--- config.mk ---
export PLATFORM = sky130hd
export DESIGN_NAME = uart_tx
export DESIGN_NICKNAME = d
export VERILOG_FILES = /design/src/rtl/uart_tx_pkg.sv /design/src/rtl/uart_baud_gen.sv /design/src/rtl/uart_tx.sv
export SDC_FILE = /design/constraint.sdc
export NUM_CORES = 1
export LEC_CHECK = 0
export ABC_AREA = 1
export CAP_MARGIN = 25
export CELL_PAD_IN_SITES_DETAIL_PLACEMENT = 1
export CELL_PAD_IN_SITES_GLOBAL_PLACEMENT = 2
export CORE_ASPECT_RATIO = 1.5
export CORE_MARGIN = 10
export CORE_UTILIZATION = 34
export DETAILED_ROUTE_END_ITERATION = 8
export PLACE_DENSITY_LB_ADDON = 0.25
export SYNTH_ARGS = -nofsm -noshare
export SYNTH_HDL_FRONTEND = slang
export SYNTH_SLANG_ARGS = --single-unit
--- constraint.sdc ---
create_clock -name clk -period 3.4 [get_ports clk]
set_input_delay 0.51 -clock clk [delete_from_list [all_inputs] [get_ports clk]]
set_output_delay 0.51 -clock clk [all_outputs]
set_load 0.01 [all_outputs]
--- src/rtl/uart_tx_pkg.sv ---
// Shared UART definitions: FSM state encoding and the default baud divisor, so that a future
// receiver can run at the same bit rate.
package uart_tx_pkg;

  // Default clk cycles per serial bit.
  localparam int unsigned UART_CLKS_PER_BIT = 16;

  typedef enum logic [2:0] {
    StIdle   = 3'd0,
    StStart  = 3'd1,
    StData   = 3'd2,
    StParity = 3'd3,
    StStop   = 3'd4
  } uart_state_e;

endpackage

--- src/rtl/uart_baud_gen.sv ---
// Bit-period timer: counts 0..CLKS_PER_BIT-1 while enabled and pulses bit_tick on the last count.
// The counter is held at zero whenever en is low, so each frame starts on a clean bit boundary.
module uart_baud_gen
  import uart_tx_pkg::*;
#(
  parameter int unsigned CLKS_PER_BIT = UART_CLKS_PER_BIT
) (
  input  logic clk,
  input  logic rst,
  input  logic en,
  output logic bit_tick
);

  localparam int unsigned CntW = $clog2(CLKS_PER_BIT);
  localparam logic [CntW-1:0] CntMax = CntW'(CLKS_PER_BIT - 1);

  logic [CntW-1:0] cnt_q, cnt_d;

  assign bit_tick = en && (cnt_q == CntMax);

  // Next count: wrap on tick, clear while disabled.
  always_comb begin
    cnt_d = cnt_q + 1'b1;
    if (!en || bit_tick) begin
      cnt_d = '0;
    end
  end

  // Counter register.
  always_ff @(posedge clk) begin
    if (rst) begin
      cnt_q <= '0;
    end else begin
      cnt_q <= cnt_d;
    end
  end

endmodule

--- src/rtl/uart_tx.sv ---
// UART transmitter: accepts bytes over valid/ready into a one-entry holding register and shifts
// them out LSB first as start / data / optional even parity / stop frames. A byte waiting in the
// holding register is started directly from the last stop bit, giving back-to-back frames.
module uart_tx
  import uart_tx_pkg::*;
#(
  parameter int unsigned CLKS_PER_BIT = UART_CLKS_PER_BIT,
  parameter int unsigned DATA_BITS    = 8,
  parameter int unsigned PARITY_EN    = 0,
  parameter int unsigned STOP_BITS    = 1
) (
  input  logic                 clk,
  input  logic                 rst,
  input  logic                 tx_valid,
  input  logic [DATA_BITS-1:0] tx_data,
  output logic                 tx_ready,
  output logic                 txd,
  output logic                 busy
);

  // Wide enough for both the data bit index (<= 7) and the stop bit index (<= 1).
  localparam int unsigned IdxW = 3;
  localparam logic [IdxW-1:0] LastData = IdxW'(DATA_BITS - 1);
  localparam logic [IdxW-1:0] LastStop = IdxW'(STOP_BITS - 1);

  uart_state_e          state_q, state_d;
  logic [DATA_BITS-1:0] hold_q, hold_d;
  logic                 hold_full_q, hold_full_d;
  logic [DATA_BITS-1:0] shift_q, shift_d;
  logic                 par_q, par_d;
  logic [IdxW-1:0]      idx_q, idx_d;
  logic                 txd_q, txd_d;

  logic bit_tick;
  logic accept;
  logic unload;

  uart_baud_gen #(
    .CLKS_PER_BIT(CLKS_PER_BIT)
  ) u_baud_gen (
    .clk     (clk),
    .rst     (rst),
    .en      (state_q != StIdle),
    .bit_tick(bit_tick)
  );

  // tx_ready comes straight from the hold flag, so it never depends on tx_valid.
  assign tx_ready = !hold_full_q;
  assign accept   = tx_valid && tx_ready;
  assign txd      = txd_q;
  assign busy     = (state_q != StIdle) || hold_full_q;

  // Frame sequencing, shift register and parity capture; txd is pre-computed from the next state.
  always_comb begin
    state_d = state_q;
    shift_d = shift_q;
    par_d   = par_q;
    idx_d   = idx_q;
    unload  = 1'b0;

    unique case (state_q)
      StIdle: begin
        if (hold_full_q) begin
          state_d = StStart;
          unload  = 1'b1;
        end
      end
      StStart: begin
        if (bit_tick) begin
          state_d = StData;
        end
      end
      StData: begin
        if (bit_tick) begin
          if (idx_q == LastData) begin
            idx_d   = '0;
            state_d = (PARITY_EN != 0) ? StParity : StStop;
          end else begin
            idx_d   = idx_q + 1'b1;
            shift_d = shift_q >> 1;
          end
        end
      end
      StParity: begin
        if (bit_tick) begin
          state_d = StStop;
        end
      end
      StStop: begin
        if (bit_tick) begin
          if (idx_q == LastStop) begin
            idx_d = '0;
            // A waiting byte goes straight into its start bit: no idle gap.
            if (hold_full_q) begin
              state_d = StStart;
              unload  = 1'b1;
            end else begin
              state_d = StIdle;
            end
          end else begin
            idx_d = idx_q + 1'b1;
          end
        end
      end
      default: state_d = StIdle;
    endcase

    if (unload) begin
      shift_d = hold_q;
      par_d   = ^hold_q;
    end

    unique case (state_d)
      StStart:  txd_d = 1'b0;
      StData:   txd_d = shift_d[0];
      StParity: txd_d = par_q;
      default:  txd_d = 1'b1;
    endcase
  end

  // Holding register: a fill takes priority over the unload that empties it.
  always_comb begin
    hold_d      = hold_q;
    hold_full_d = hold_full_q;
    if (accept) begin
      hold_d      = tx_data;
      hold_full_d = 1'b1;
    end else if (unload) begin
      hold_full_d = 1'b0;
    end
  end

  // State registers; reset aborts any frame and drops a held byte.
  always_ff @(posedge clk) begin
    if (rst) begin
      state_q     <= StIdle;
      hold_q      <= '0;
      hold_full_q <= 1'b0;
      shift_q     <= '0;
      par_q       <= 1'b0;
      idx_q       <= '0;
      txd_q       <= 1'b1;
    end else begin
      state_q     <= state_d;
      hold_q      <= hold_d;
      hold_full_q <= hold_full_d;
      shift_q     <= shift_d;
      par_q       <= par_d;
      idx_q       <= idx_d;
      txd_q       <= txd_d;
    end
  end

endmodule

Word-level counts from Yosys, hierarchy flattened

Cells that the tools add are included.

Register bits after elaboration: 29
Input port bits: 11
Logic and storage cells: 65

Add/subtract/negate cells: 2
Equal/unequal tests: 12
Multiplexer cells: 25
Reduce and logical (&&, ||, !) cells: 17

Operators with widths:

| kind                | count |
|---|---|
| $mux 3              | 11 |
| $mux 8              | 4 |
| $pmux 3 s5          | 1 |
| $eq 3x2->1 const B  | 4 |
| $reduce_bool 2->1   | 4 |
| $reduce_xor 8->1    | 1 |
| $eq 3x1->1 const B  | 2 |
| $eq 3x3->1 const B  | 2 |
| $logic_not 3->1     | 2 |
| $mux 1              | 6 |
| $pmux 3 s2          | 1 |
| $reduce_and 3->1    | 2 |
| $add 4x1->4 const B | 1 |
| $eq 4x4->1 const B  | 1 |
| $ne 2x1->1 const B  | 2 |
| $add 3x1->3 const B | 1 |
| $pmux 1 s3          | 1 |
| $reduce_bool 3->1   | 1 |
| $logic_and 1x1->1   | 2 |
| $logic_not 1->1     | 2 |
| $logic_or 1x1->1    | 2 |
| $ne 2x2->1 const B  | 1 |
| $pmux 1 s2          | 1 |
| $reduce_or 2->1     | 1 |

Logic depth before layout (Yosys ltp)

Word-level depth: 6
Mapped depth: 11
Mapped depth without buffers: 11

By module

Synthesis repeated with hierarchy kept, for this count alone.

Cell total of the unflattened synthesis: 221
Area, all modules: 1502.7 µm²

Modules (own cells, without submodules):

| module        | times used | cells an instance | area an instance (µm²) |
|---|---|---|---|
| uart_tx       | 1          | 201               | 1336.3 |
| uart_baud_gen | 1          | 20                | 166.4 |

Least setup slack after synthesis

No wires, ideal clock.

Path kind: register to register
Start point: reg idx_q[0]
End point: reg shift_q[4]
Setup time: 0.114 ns
Arrival time: 1.288 ns
Data required time: 3.286 ns
Path slack: 1.997 ns
Stages on the path, launching flop included: 12
Buffers on the path: 1
Period minus slack after synthesis: 1.403 ns
Path through: dfxtp_1 inv_1 ha_1 nand2_1 inv_1 nand2_2 nand2_2 nand2_4 buf_6 nand2_2 a21oi_1 nor2_2

Cells in the longest elaborated chain, start to end: 6

RTL lines:

| element                                                                 | RTL line       | source |
|---|---|---|
| start, declared                                                         | uart_tx.sv:31  | `logic [IdxW-1:0] idx_q, idx_d;` |
| start signal, assigned                                                  | uart_tx.sv:149 | `idx_q <= idx_d;` |
| $logic_not 3->1                                                         | uart_tx.sv:91  | `if (idx_q == LastStop) begin` |
| $mux 1                                                                  | uart_tx.sv:91  |  |
| $mux 1                                                                  | uart_tx.sv:90  | `if (bit_tick) begin` |
| $pmux 1 s2                                                              | uart_tx.sv:61  | `unique case (state_q)` |
| $ne 2x2->1 (no source line) / $reduce_bool 2->1 (equally long branches) | --             |  |
| $reduce_and 3->1 (no source line)                                       | --             |  |
| end signal, assigned                                                    | uart_tx.sv:147 | `shift_q <= shift_d;` |
| end, declared                                                           | uart_tx.sv:29  | `logic [DATA_BITS-1:0] shift_q, shift_d;` |

Several ways; a longest one is shown, not always the timed one.
A chain may end at the register's enable or synchronous reset.

Final worst setup path

Start point: reg state_q[2]
End point: out busy

Cells in the longest elaborated chain, start to end: 2

RTL lines:

| element                | RTL line       | source |
|---|---|---|
| start, declared        | uart_tx.sv:26  | `uart_state_e state_q, state_d;` |
| start signal, assigned | uart_tx.sv:136 | `state_q <= StIdle;` |
| start signal, assigned | uart_tx.sv:144 | `state_q <= state_d;` |
| $reduce_bool 3->1      | uart_tx.sv:51  | `assign busy = (state_q != StIdle) \|\| hold_full_q;` |
| $logic_or 1x1->1       | uart_tx.sv:51  |  |
| end, declared          | uart_tx.sv:18  | `output logic busy` |

Every way passes these cells.

==> metrics.csv <==
stage,metric,value,unit
outcome,outcome,"complete, no violations",
worst_setup_path,number of cells on the critical path,5,
drt,WL met1,1410,um
clocking,CTS tree,built,
drt,met2 wire length,1990,um
layout,FF/Latch Area,581,um2
worst_setup_path,WS Path Type,register to primary output,
clocking,Post-CTS Setup Bufs,0,
global_route,GRT Total Usage,10.9,%
layout,"most common cell after layout, fill and taps aside",nand2_1,
clocking,clk slew on worst S/H paths,0.06,ns
drt,Met3 Wirelength,142,um
sta,"Hold Vio Cnt, Final",0,
sta,Clock Skew,0.00733,ns
place,Port Buf Inserts,13,
floorplan,top-level I/O count,14,
clocking,TritonCTS Buffers,5,
synthesis,syn nets,216,
worst_setup_path,"Cell Chain, Critical Path",inv_2 -> nand2_1 -> inv_1 -> nand2_1 -> clkdlybuf4s50_1,
drt,DRT Wirelength,3610,um
min_path,worst hold path depth,1,
drt,WL per Instance,13.6,um
pwr,Power Dens Cells,452,nW/um2
floorplan,core area,4210,um2
layout,total of fill cells in the finished design,545,
synthesis,synthesized-area fraction occupied by adder cells,3.38,%
clocking,Post-CTS Resized,0,
clocking,Root Driver,clkbuf_8,
synthesis,simple-gate share of the synthesized area,30.9,%
global_route,vias in the first global route,1414,
sta,Peak Freq,487,MHz
clocking,worst skew pair latency,0.28,ns
place,Final GP Congestion,0.757,
drt,1st-iter DRT viols,42,
drt,Max Used Layer,met4,
synthesis,synth warn,0,
worst_setup_path,crit path launch type,register,
layout,Post-Layout Cell Count,265,
pwr,VDD IR-drop max,0.239,mV
worst_setup_path,endpoint type of the worst setup path,primary output,
layout,share of cells above drive strength 1,16.0,%
drt,DR vias,1304,
worst_setup_path,worst reg2reg path depth,11,
pwr,NetSw,218,uW
global_route,first-pass GRT wire length,6380,um
place,DP HPWL,2870,um
clocking,clock sinks,29,
floorplan,Rows,29,
sta,slew margin rel.,55.4,%
synthesis,Unique masters post-synth,24,
drt,DRT Pass-1 Iters,4,
pwr,Seq pwr share,48.9,%
pwr,Clock power frac,35.0,%
global_route,global route overflow,0,
sta,min Tclk post-route,2.05,ns
floorplan,Die H,101,um
worst_setup_path,worst path required time,2.89,ns
clocking,cts hold-fix bufs,0,
worst_setup_path,CP peak stage delay,0.53,ns
synthesis,"flops & latches, synth",29,
layout,# diodes,0,
worst_setup_path,CP bufs+invs,3,
sta,RSZ-0062 raised after global routing,false,
pwr,logic gate share of total power,16.0,%
synthesis,Synth Cell Area,1480,um2
sta,Final Setup Violations,0,
global_route,initial antenna violation count,0,
synthesis,mux share of post-synthesis cell area,0,%
sta,setup TNS,0,ns
floorplan,Die Area,7440,um2
synthesis,syn avg cell area,7.36,um2
job,max-cap violations,0,
floorplan,die width,73.9,um
layout,multi-input logic area,800,um2
layout,Final #Nets,233,
sta,max-slew violations,0,
synthesis,post-synth top area cell,dfxtp_1,
clocking,CTS Buffer Depth,2,
synthesis,Yosys top cell area share,39.3,%
sta,fin crit share,60.4,%
pwr,Switching Share,27.9,%
drt,Antenna Nets Post-Route,0,
synthesis,largest family of logic cells by synthesized area,simple AND/OR/NAND/NOR gates,
global_route,largest net degree at the start of global routing,22,
floorplan,Initial Util,35.1,%
worst_setup_path,crit-path max FO,4,
pwr,P_int,563,uW
sta,Worst Max-Slew Pin Slew,0.669,ns
worst_setup_path,Worst EP arrival,1.54,ns
drt,Residual DRC,0,
worst_setup_path,"most used cell, CP",nand2_1,
layout,Syn-to-layout area delta,16.8,%
synthesis,Area contributors post-synth,"dfxtp_1, nand2_1, nor2_1",
synthesis,Synth Instances,201,
synthesis,Post-Synth XOR/XNOR Area,5.33,%
layout,most frequent cells in the layout,"nand2_1, nor2_1, dfxtp_1",
clocking,H-tree depth,2,
pwr,Leak Pwr,0.000768,uW
synthesis,Compound-Gate Fraction of Synth Area,14.5,%
drt,Vias/cell,4.92,
worst_setup_path,kind of cell adding the most delay to the critical path,buffers and inverters,
place,cell count after placement,257,
min_path,Hold WC Path Type,register to register,
worst_setup_path,critical path's slowest cell,clkdlybuf4s50_1,
synthesis,sequential cell area fraction in the yosys report,39.3,%
## kinds of logic (layout without fill, tap and decap cells)
family	after synthesis	count (layout)
DFF	29	29
buffers and inverters	24	42
AOI/OAI and AO/OA	37	37
adders and majority gates	4	4
xor gates and xnor gates	9	9
and+or+nand+nor	98	98
## metal layers
layer	track usage, %	vias up
met1	10.7	609
met2	19.9	17
met5	0	-
li1	-	671
met4	4.75	0
met3	3.45	7
## flip-flops by register name (all words and copies together), names as in the netlist
register and count:
hold_q 8, shift_q 8, txd 1, par_q 1, state_q 3, u_baud_gen.cnt_q 4, hold_full_q 1, idx_q 3
## path summary, 6_finish.rpt
kind                                  start                              to  slack, ns
max                   state_q[2]$_SDFF_PP0_                            busy       1.35
min          u_baud_gen.cnt_q[0]$_SDFF_PP0_  u_baud_gen.cnt_q[0]$_SDFF_PP0_       0.44
max reg2reg           idx_q[0]$_SDFFE_PP0P_                  txd$_SDFF_PP1_       1.78
min reg2reg  u_baud_gen.cnt_q[0]$_SDFF_PP0_  u_baud_gen.cnt_q[0]$_SDFF_PP0_       0.44
## cell usage after synthesis (all sizes together)
library cell	instances
nor3b	1
nand3	10
buf	3
o21ai	21
xnor2	4
nand4	1
xor2	5
a21boi	1
inv	21
ha	4
dfxtp	29
nor2	41
nand2	43
a21oi	15
nor3	2
## per-stage QoR
step	hold slack, ns	power, uW	util [%]	instance area [um2]	setup slack (ns)
after floorplan	0.418	475	-	1480	2.00
after global placement	0.425	510	39.1	1650	1.32
after detailed placement	0.437	517	39.1	1650	1.24
after CTS	0.450	795	41.0	1730	1.33
after global routing	0.485	826	41.0	1730	1.24
final	0.443	780	41.0	1730	1.35
## power by group through the flow
stage	combinational (uW)	sequential, uW	clock, uW
after global routing	145	385	296
after global placement	123	388	0
after floorplan	89.8	385	0
after detailed placement	128	390	0
final	125	382	273
after CTS	129	382	285
## cell type report
cell class	instances	area share (%)
Inverter	21	4.57
Sequential cell	29	33.6
Tap cell	46	3.33
Timing Repair Buffer	13	7.54
Clock buffer	8	4.64
Multi-Input combinational cell	148	46.3
No activity file was read; power rests on OpenSTA's default activity.
